`src/rtl/ifmap_sender.sv`:
```
// ifmap_sender: streams one ifmap row at a time from the global buffer to a PE row as 4-byte packets.
// Optional IFMAP_SENDER_STALL_CNT_EN adds a saturating count of cycles stalled by `full`.
package ifmap_sender_pkg;
   typedef struct packed {
      logic            valid;
      logic [4:0]      packet_idx;
      logic [3:0][7:0] data;
   } pe_in_packet_t;
endpackage

module ifmap_sender
   import ifmap_sender_pkg::*;
#(
   parameter int unsigned ROW_LEN = 227,
   parameter int unsigned ADDR_W  = 10,
   parameter int unsigned MIN_GAP = 1
) (
   input  logic              clk,
   input  logic              rst,
   input  logic              start,
   input  logic [ADDR_W-1:0] base_addr,
   input  logic [7:0]        row_count,
   input  logic [4:0]        pkt_idx,
   input  logic              next_row,
   input  logic              full,
   output logic              rd_en,
   output logic [ADDR_W-1:0] rd_addr,
   input  logic [31:0]       rd_data,
   output pe_in_packet_t     ifmap_packet,
   output logic              busy,
   output logic              row_done,
`ifdef IFMAP_SENDER_STALL_CNT_EN
   output logic [15:0]       stall_cnt,
`endif
   output logic              done
);

   localparam int unsigned NPKT       = (ROW_LEN + 3) / 4;
   localparam int unsigned CNT_W      = (NPKT > 1) ? $clog2(NPKT) : 1;
   localparam int unsigned LAST_BYTES = ROW_LEN - 4 * (NPKT - 1);
   localparam int unsigned GAP_LAST   = (MIN_GAP > 0) ? MIN_GAP - 1 : 0;

   typedef enum logic [2:0] {IDLE, FETCH, HOLD, SEND, GAP, ROW_WAIT} state_t;

   state_t            state;
   logic [CNT_W-1:0]  pkt_cnt;
   logic [7:0]        row_cnt;
   logic [7:0]        row_total;
   logic [ADDR_W-1:0] row_base;
   logic [4:0]        idx_q;
   logic [31:0]       hold_q;
   logic [1:0]        gap_cnt;
   logic              last_pkt;
   logic [ADDR_W-1:0] cur_addr;

   assign last_pkt = (pkt_cnt == CNT_W'(NPKT - 1));
   assign cur_addr = row_base + ADDR_W'(pkt_cnt);

   // Bytes past the end of the row are sent as zero in the final packet.
   function automatic logic [31:0] tail_mask(input logic [31:0] d);
      logic [31:0] m;
      m = d;
      for (int k = 0; k < 4; k++) begin
         if (k >= int'(LAST_BYTES)) m[8*k +: 8] = 8'h00;
      end
      return m;
   endfunction

   always_ff @(posedge clk) begin
      if (rst) begin
         state     <= IDLE;
         pkt_cnt   <= '0;
         row_cnt   <= '0;
         row_total <= '0;
         row_base  <= '0;
         idx_q     <= '0;
         hold_q    <= '0;
         gap_cnt   <= '0;
         rd_en     <= 1'b0;
         rd_addr   <= '0;
         busy      <= 1'b0;
         row_done  <= 1'b0;
         done      <= 1'b0;
      end else begin
         rd_en    <= 1'b0;
         row_done <= 1'b0;
         done     <= 1'b0;
         case (state)
            IDLE: begin
               if (start) begin
                  row_base  <= base_addr;
                  row_total <= row_count;
                  idx_q     <= pkt_idx;
                  pkt_cnt   <= '0;
                  row_cnt   <= '0;
                  if (row_count == 8'd0) begin
                     done <= 1'b1;
                  end else begin
                     state   <= FETCH;
                     busy    <= 1'b1;
                     rd_en   <= 1'b1;
                     rd_addr <= base_addr;
                  end
               end
            end
            FETCH: state <= HOLD;
            HOLD: begin
               hold_q <= last_pkt ? tail_mask(rd_data) : rd_data;
               state  <= SEND;
            end
            SEND: begin
               if (!full) begin
                  if (last_pkt) begin
                     row_done <= 1'b1;
                     row_cnt  <= row_cnt + 8'd1;
                     row_base <= row_base + ADDR_W'(NPKT);
                     state    <= ROW_WAIT;
                  end else begin
                     pkt_cnt <= pkt_cnt + CNT_W'(1);
                     if (MIN_GAP == 0) begin
                        state   <= FETCH;
                        rd_en   <= 1'b1;
                        rd_addr <= cur_addr + ADDR_W'(1);
                     end else begin
                        state   <= GAP;
                        gap_cnt <= '0;
                     end
                  end
               end
            end
            GAP: begin
               if (gap_cnt == 2'(GAP_LAST)) begin
                  state   <= FETCH;
                  rd_en   <= 1'b1;
                  rd_addr <= cur_addr;
               end else begin
                  gap_cnt <= gap_cnt + 2'd1;
               end
            end
            ROW_WAIT: begin
               // First cycle here is the row_done cycle; finish once all rows are out.
               if (row_done && (row_cnt == row_total)) begin
                  state <= IDLE;
                  busy  <= 1'b0;
                  done  <= 1'b1;
               end else if (next_row) begin
                  pkt_cnt <= '0;
                  state   <= FETCH;
                  rd_en   <= 1'b1;
                  rd_addr <= row_base;
               end
            end
            default: state <= IDLE;
         endcase
      end
   end

`ifdef IFMAP_SENDER_STALL_CNT_EN
   always_ff @(posedge clk) begin
      if (rst) begin
         stall_cnt <= '0;
      end else if ((state == IDLE) && start) begin
         stall_cnt <= '0;
      end else if ((state == SEND) && full && (stall_cnt != 16'hFFFF)) begin
         stall_cnt <= stall_cnt + 16'd1;
      end
   end
`endif

   // valid follows `full` within the SEND cycle so a stalled packet is never issued.
   always_comb begin
      ifmap_packet            = '0;
      ifmap_packet.valid      = (state == SEND) && !full;
      ifmap_packet.packet_idx = idx_q;
      ifmap_packet.data       = hold_q;
   end

endmodule
```
`config.mk`:
```
export PLATFORM = sky130hd
export DESIGN_NAME = ifmap_sender
export DESIGN_NICKNAME = d
export VERILOG_FILES = /design/src/rtl/ifmap_sender.sv
export SDC_FILE = /design/constraint.sdc
export NUM_CORES = 1
export LEC_CHECK = 0
export ABC_CLOCK_PERIOD_IN_PS = 4050
export BUFFER_PORTS_ARGS = -buffer_cell sky130_fd_sc_hd__clkbuf_2
export CORE_UTILIZATION = 53
export DETAILED_ROUTE_END_ITERATION = 7
export GPL_TIMING_DRIVEN = 0
export PLACE_DENSITY = 0.79
export REMOVE_ABC_BUFFERS = 1
export SKIP_CTS_REPAIR_TIMING = 1
export SLEW_MARGIN = 20
export SYNTH_ARGS = -nofsm -noshare
export SYNTH_HDL_FRONTEND = slang
export SYNTH_SLANG_ARGS = --single-unit
```
`constraint.sdc`:
```
create_clock -name clk -period 4.05 [get_ports clk]
set_input_delay 0.6075 -clock clk [delete_from_list [all_inputs] [get_ports clk]]
set_output_delay 0.6075 -clock clk [all_outputs]
set_load 0.02 [all_outputs]
```
==> results.yml, run 1 <==
floorplanning:
  start_util_pct: 55.6
  core.rowCount: 32
  core_area_um2: 7850
  die_y_um: 92.7
  dieArea_um2: 8600
  ios: 112
  die_width_um: 92.7
final_layout:
  final_common_cell: "nand2_1"
  diodes: 0
  final_cell_mix: "nand2_1 (114), clkbuf_2 (110), dfxtp_1 (88)"
  area_delta_synth_final_pct: 16.7
  finalNonFillerCells: 746
  drive_gt1_share_pct: 21.7
  layout.nets: 711
  n_fill_cell: 695
setup_path:
  worstSetupStartpointType: "register"
  worstPathMaxFanout: 27
  required_ns: 4.32
  crit_type: "register to register"
  worstPathArrival_ns: 3.14
  crit_path_end_kind: "register"
timing:
  setup_viol: 0
  fin_crit_sh_pct: 70.8
  max_slew_margin_pct: 29.3
  worst_clock_skew_ns: 0.0103
  hold_viol_final: 0
  fin_tns_setup_ns: 0
  finalMaxSlewViolations: 0
  max_freq_mhz: 349
  min_period_ns: 2.87
  worst_pin_slew_ns: 1.06
  rsz0062_at_grt: "no"
placed_design:
  dp_hpwl_um: 7840
  gp_congestion: 0.922
  dp.cells: 730
  place.port_buffers: 111
route:
  final_antenna_net_count: 0
  wl_um: 11300
  drtIter0Drc: 363
  vias: 4351
  drcViolationCount: 0
  avgViaCountPerCell: 5.83
  routedWlPerCell_um: 15.1
  drtPass1Iterations: 5
clock_network:
  cts_sinks: 88
  cts-buffers-inserted: 9
  cts_tree: "done"
  path_clk_slew_ns: 0.10
  clock_tree.root_cell: "clkbuf_8"
  clock_path_buffers: 2
  insertion_delay_ns: 0.37
  ctsHtreeMaxLevel: 3
yosys:
  async_flop_share_pct: 0
  seq_area_frac_synth_pct: 40.4
  ys_ff_latch: 88
  syn_inst: 554
  ys.flop_type: "dfxtp_1"
  synth_cell_type_count: 64
  syn_avg_cell_area_um2: 7.88
  synth_edf_count: 0
  synth_area_um2: 4360
  ys_warn_count: 0
grt:
  grt_overflow_total: 0
  grt.total_usage_pct: 26.5
  grt_start_max_net_pins: 60
  antenna_found_initial: 0
  grt_pass1_wl_um: 18100
  grt_pass1_vias: 3927
run_status:
  outcome: "complete, no violations"
power:
  p_per_area_nw_per_um2: 410
  ir_drop_mv: 0.247
  p_leak_nw: 2.04
job:
  cap_violations: 0
min_path:
  hold_class: "input pin to register"
[cells in the mapped netlist, drive strengths merged (5+ instances only)]
cell type / count / area share, %
a211oi: 13 / 2.2
inv: 11 / 0.95
nand3: 22 / 2.5
a311oi: 9 / 1.8
nor3b: 5 / 0.86
clkbuf: 24 / 2.1
buf: 14 / 1.8
nor2: 34 / 3.0
nand2: 115 / 9.9
nor3: 8 / 0.92
a21oi: 73 / 8.4
dfxtp: 88 / 40
nand3b: 6 / 1.0
xnor2: 12 / 2.4
o21ai: 38 / 4.6
ha: 11 / 3.2
nand2b: 5 / 0.72
[cell families after synthesis]
family | Yosys count | synth area share, %
buffers and inverters | 49 | 4.85
AND/OR/NAND/NOR | 225 | 24.9
AO/OA/AOI/OAI | 162 | 22.6
flip-flops | 88 | 40.4
XOR/XNOR | 15 | 3.01
multiplexers | 3 | 0.688
adder cells (fa/ha/maj) | 12 | 3.61
[per-layer routing]
metal	part of all wire, %	global-route usage (%)
met1	44	33.4
met2	46	43.4
met3	7.5	5.09
met4	2.8	12.4
met5	0	0
[registers in the layout, summed over array words and instances (netlist names)]
signal     cells
hold_q        32
done           1
idx_q          5
rd_addr       10
busy           1
state          3
pkt_cnt        6
row_cnt        8
rd_en          1
row_total      8
row_base      10
row_done       1
gap_cnt        2
[power breakdown]
part,total (mW),switching (mW),internal (mW),leakage [nW]
combinational,0.498,0.317,0.181,1.24
clock,0.563,0.332,0.231,0.0854
sequential,1.03,0.0840,0.943,0.717
total,2.09,0.733,1.36,2.04
[cell type report]
| type | count | area (µm²) | share of cell area (%) |
|---|---|---|---|
| Multi-Input combinational cell | 417 | 2400 | 47.1 |
| Tap cell | 102 | 128 | 2.51 |
| Sequential cell | 88 | 1760 | 34.6 |
| Inverter | 11 | 41.3 | 0.811 |
| Timing Repair Buffer | 112 | 578 | 11.3 |
| Clock inverter | 6 | 57.6 | 1.13 |
| Clock buffer | 10 | 128 | 2.51 |
[critical path: stages (launching register included)]
cell      delay [ns]
dfxtp_1         0.64
nor4b_4         1.06
a31oi_2         0.33
nor3b_1         0.38
nor3_1          0.08
a311oi_1        0.28
[stage by stage]
stage	setup WS [ns]	total power [mW]	utilization, %	hold slack (ns)	instance area, µm²
after floorplan	1.86	1.35	-	0.437	4190
after global placement	1.07	1.52	62.1	0.438	4880
after detailed placement	1.29	1.54	62.5	0.446	4910
after CTS	1.24	2.10	64.9	0.442	5090
after global routing	0.968	2.20	64.9	0.449	5090
final	1.18	2.09	64.9	0.450	5090
[final timing paths]
path / endpoint / cells after the start / slack [ns] / start
worst min-delay path: idx_q[2]$_SDFFE_PP0P_ / 3 / 0.45 / pkt_idx[2]
worst min register to register: hold_q[27]$_SDFFE_PP0P_ / 2 / 0.46 / hold_q[27]$_SDFFE_PP0P_
worst max-delay path: row_base[9]$_SDFFE_PP0P_ / 5 / 1.18 / state[0]$_SDFFE_PP0P_
worst max register to register: row_base[9]$_SDFFE_PP0P_ / 5 / 1.18 / state[0]$_SDFFE_PP0P_
Note: power is estimated with default switching activity, not from simulation.
==> run 2, diff against run 1 <==
--- a/config.mk
+++ b/config.mk
@@ -5,12 +5,13 @@
 export SDC_FILE = /design/constraint.sdc
 export NUM_CORES = 1
 export LEC_CHECK = 0
-export ABC_CLOCK_PERIOD_IN_PS = 4050
+export ABC_AREA = 1
+export ABC_CLOCK_PERIOD_IN_PS = 2400
 export BUFFER_PORTS_ARGS = -buffer_cell sky130_fd_sc_hd__clkbuf_2
-export CORE_UTILIZATION = 53
+export CORE_UTILIZATION = 49
 export DETAILED_ROUTE_END_ITERATION = 7
 export GPL_TIMING_DRIVEN = 0
-export PLACE_DENSITY = 0.79
+export PLACE_DENSITY = 0.76
 export REMOVE_ABC_BUFFERS = 1
 export SKIP_CTS_REPAIR_TIMING = 1
 export SLEW_MARGIN = 20
==> constraint.sdc (replaced) <==
create_clock -name clk -period 2.4 [get_ports clk]
set_input_delay 0.36 -clock clk [delete_from_list [all_inputs] [get_ports clk]]
set_output_delay 0.36 -clock clk [all_outputs]
set_load 0.02 [all_outputs]
==> run 2 against run 1 <==
  * First-iteration DRC count is 37% lower
  * Cell count is 19% higher
  * Synthesized area is 5.8% higher
  * Design area is 6.2% higher
  * Die area is 14% higher
  * Hold slack worse by 0.23 ns
  * Sequential power is 110% higher
  * Clock skew is 0.0042 ns higher
  * Count of clock-buffer cells in the layout stayed put
  * Largest power group is now combinational logic
==> results.yml, run 2 <==
placed_design:
  gp_congestion: 0.886
  dp_hpwl_um: 8310
  dpl_worst_slack_ns: -0.185
  place.port_buffers: 111
  dp.cells: 869
setup_path:
  timing.critical_path.slowest_stage_cell: "dfxtp_1"
  crit_type: "register to output port"
  reg2reg_to: "hold_q[24]$_SDFFE_PP0P_"
  worstPathMaxFanout: 23
  crit_chain: "nand2_2 -> nor2_4 -> inv_2 -> nor2_2 -> clkbuf_2"
  crit_path_end_kind: "output port"
  r2r_start: "state[2]$_SDFFE_PP0P_"
  required_ns: 2.04
  worstSetupStartpointType: "register"
  worstPathArrival_ns: 1.86
  ff2ff_setup_slack_ns: 0.26
  slowest_delay_ns: 0.46
  cp.buffers_inverters: 2
  rr_worst_depth: 5
  cp_top_family: "simple AND/OR/NAND/NOR gates"
clock_network:
  path_clk_slew_ns: 0.10
  cts_sinks: 88
  insertion_delay_ns: 0.36
  cts_tree: "done"
  clock_tree.root_cell: "clkbuf_8"
  clock_path_buffers: 2
  ctsHtreeMaxLevel: 3
  cts-buffers-inserted: 9
final_layout:
  final_cell_mix: "nand2_1 (134), nor2_1 (128), clkbuf_2 (111)"
  layout.nets: 841
  final_core_util_pct: 58.8
  reg_top3: "hold_q (32), rd_addr (10), row_base (10)"
  diodes: 0
  largest_register_ffs: 32
  area_delta_synth_final_pct: 17.2
  top_register: "hold_q"
  finalNonFillerCells: 885
  final_common_cell: "nand2_1"
  drive_gt1_share_pct: 20.4
grt:
  antenna_found_initial: 0
  grt_pass1_vias: 4575
  grt_start_max_net_pins: 50
  grt_pass1_wl_um: 19300
  grt_overflow_total: 0
  grt.total_usage_pct: 24.3
route:
  topRoutingLayerUsed: "met4"
  wl_met3_um: 843
  drtPass1Iterations: 7
  wl_um: 11600
  drcViolationCount: 0
  drtIter0Drc: 229
  routedWlPerCell_um: 13.1
  vias: 4705
  final_antenna_net_count: 0
  avgViaCountPerCell: 5.32
  wl_met2_um: 5450
  wl_met1_um: 4970
timing:
  fin_ws_ns: 0.177
  min_period_ns: 2.22
  max_slew_margin_pct: 40.8
  max_freq_mhz: 450
  setup_viol: 0
  worst_clock_skew_ns: 0.0145
  hold_viol_final: 0
  fin_crit_sh_pct: 92.6
  whs_ns: 0.221
  rsz0062_at_grt: "yes"
  finalMaxSlewViolations: 0
  worst_pin_slew_ns: 0.888
yosys:
  synth.top_cells.by_count: "nand2_1 (135), nor2_1 (128), dfxtp_1 (88)"
  synthTopCellsByArea: "dfxtp_1 (38%), nand2_1 (11%), nor2_1 (10%)"
  synth_cell_type_count: 41
  async_flop_share_pct: 0
  synth_area_leader_cell: "dfxtp_1"
  ys.flop_type: "dfxtp_1"
  seq_area_frac_synth_pct: 38.2
  syn_inst: 674
  yosysMostFrequentCell: "nand2_1"
  synth_edf_count: 0
  syn_avg_cell_area_um2: 6.85
  synth_area_um2: 4620
  ys_warn_count: 0
  ys_ff_latch: 88
  yosysTopAreaCellShare_pct: 38.2
min_path:
  holdCritStartpoint: "pkt_idx[3]"
  hold_class: "input pin to register"
  min_delay_worst_endpoint: "idx_q[3]$_SDFFE_PP0P_"
  min_path_cells: 3
floorplanning:
  core.rowCount: 35
  core_area_um2: 9200
  die_width_um: 99.1
  start_util_pct: 50.2
  dieArea_um2: 9810
  die_y_um: 99.1
  ios: 112
power:
  p_per_area_nw_per_um2: 1120
  ir_drop_mv: 0.550
  p_leak_nw: 2.53
  finalPower_mw: 6.08
job:
  cap_violations: 0
run_status:
  outcome: "complete, no violations"
run 2: power by group:
group	switching, mW	internal (mW)	total (mW)
clock network	0.572	0.630	1.20
registers	0.307	1.91	2.21
logic	1.80	0.865	2.67
total	2.68	3.40	6.08
run 2: logic make-up (layout without fill, tap and decap cells):
family / count (synthesis) / after routing / synth area share [%]
AO/OA/AOI/OAI: 134 / 134 / 15.9
adder cells (fa/ha/maj): 12 / 12 / 3.41
flip-flops: 88 / 88 / 38.2
buffers and inverters: 92 / 192 / 8.86
XOR/XNOR: 13 / 13 / 2.47
AND/OR/NAND/NOR: 335 / 335 / 31.2
run 2: worst max-delay path by stage:
stage / startpoint / endpoint / slack (ns) / depth (start not counted)
after floorplan: state[2]$_SDFFE_PP0P_ / hold_q[24]$_SDFFE_PP0P_ / 0.46 / 5
after global placement: rst / row_cnt[5]$_SDFFE_PP0P_ / -0.75 / 6
after detailed placement: state[2]$_SDFFE_PP0P_ / hold_q[24]$_SDFFE_PP0P_ / -0.19 / 5
after CTS: state[2]$_SDFFE_PP0P_ / hold_q[24]$_SDFFE_PP0P_ / -0.20 / 5
after global routing: state[2]$_SDFFE_PP0P_ / hold_q[24]$_SDFFE_PP0P_ / -0.01 / 5
final: state[0]$_SDFFE_PP0P_ / ifmap_packet[37] / 0.18 / 5
run 2: per-stage QoR:
stage / instance area [µm²] / TNS, ns
2_1_floorplan: 4450 / 0
3_3_place_gp: 5140 / -25.76
3_5_place_dp: 5160 / -2.56
4_1_cts: 5400 / -2.94
5_1_grt: 5410 / -0.0197
6_report: 5410 / 0
run 2: worst reg2reg max path, stage by stage, from the launching register on:
cell and delay (ns):
dfxtp_1 0.54, nor2_1 0.11, nand2_2 0.42, inv_1 0.56, o21ai_0 0.33, nor2_1 0.07
run 2: metal layers:
layer  global-route usage (%)  up-vias
met5                        0        -
met4                     11.0        0
met3                     5.60       29
met2                     42.8      168
met1                     28.1     2137
li1                         -     2371
run 2: area by class of cell:
class / count / area [µm²]
inverter: 64 / 241
timing repair buffer: 112 / 576
sequential: 88 / 1760
clock inverter: 6 / 95.1
clock buffer: 10 / 138
fill: 903 / 3790
multi-input combinational: 494 / 2460
tap: 111 / 139
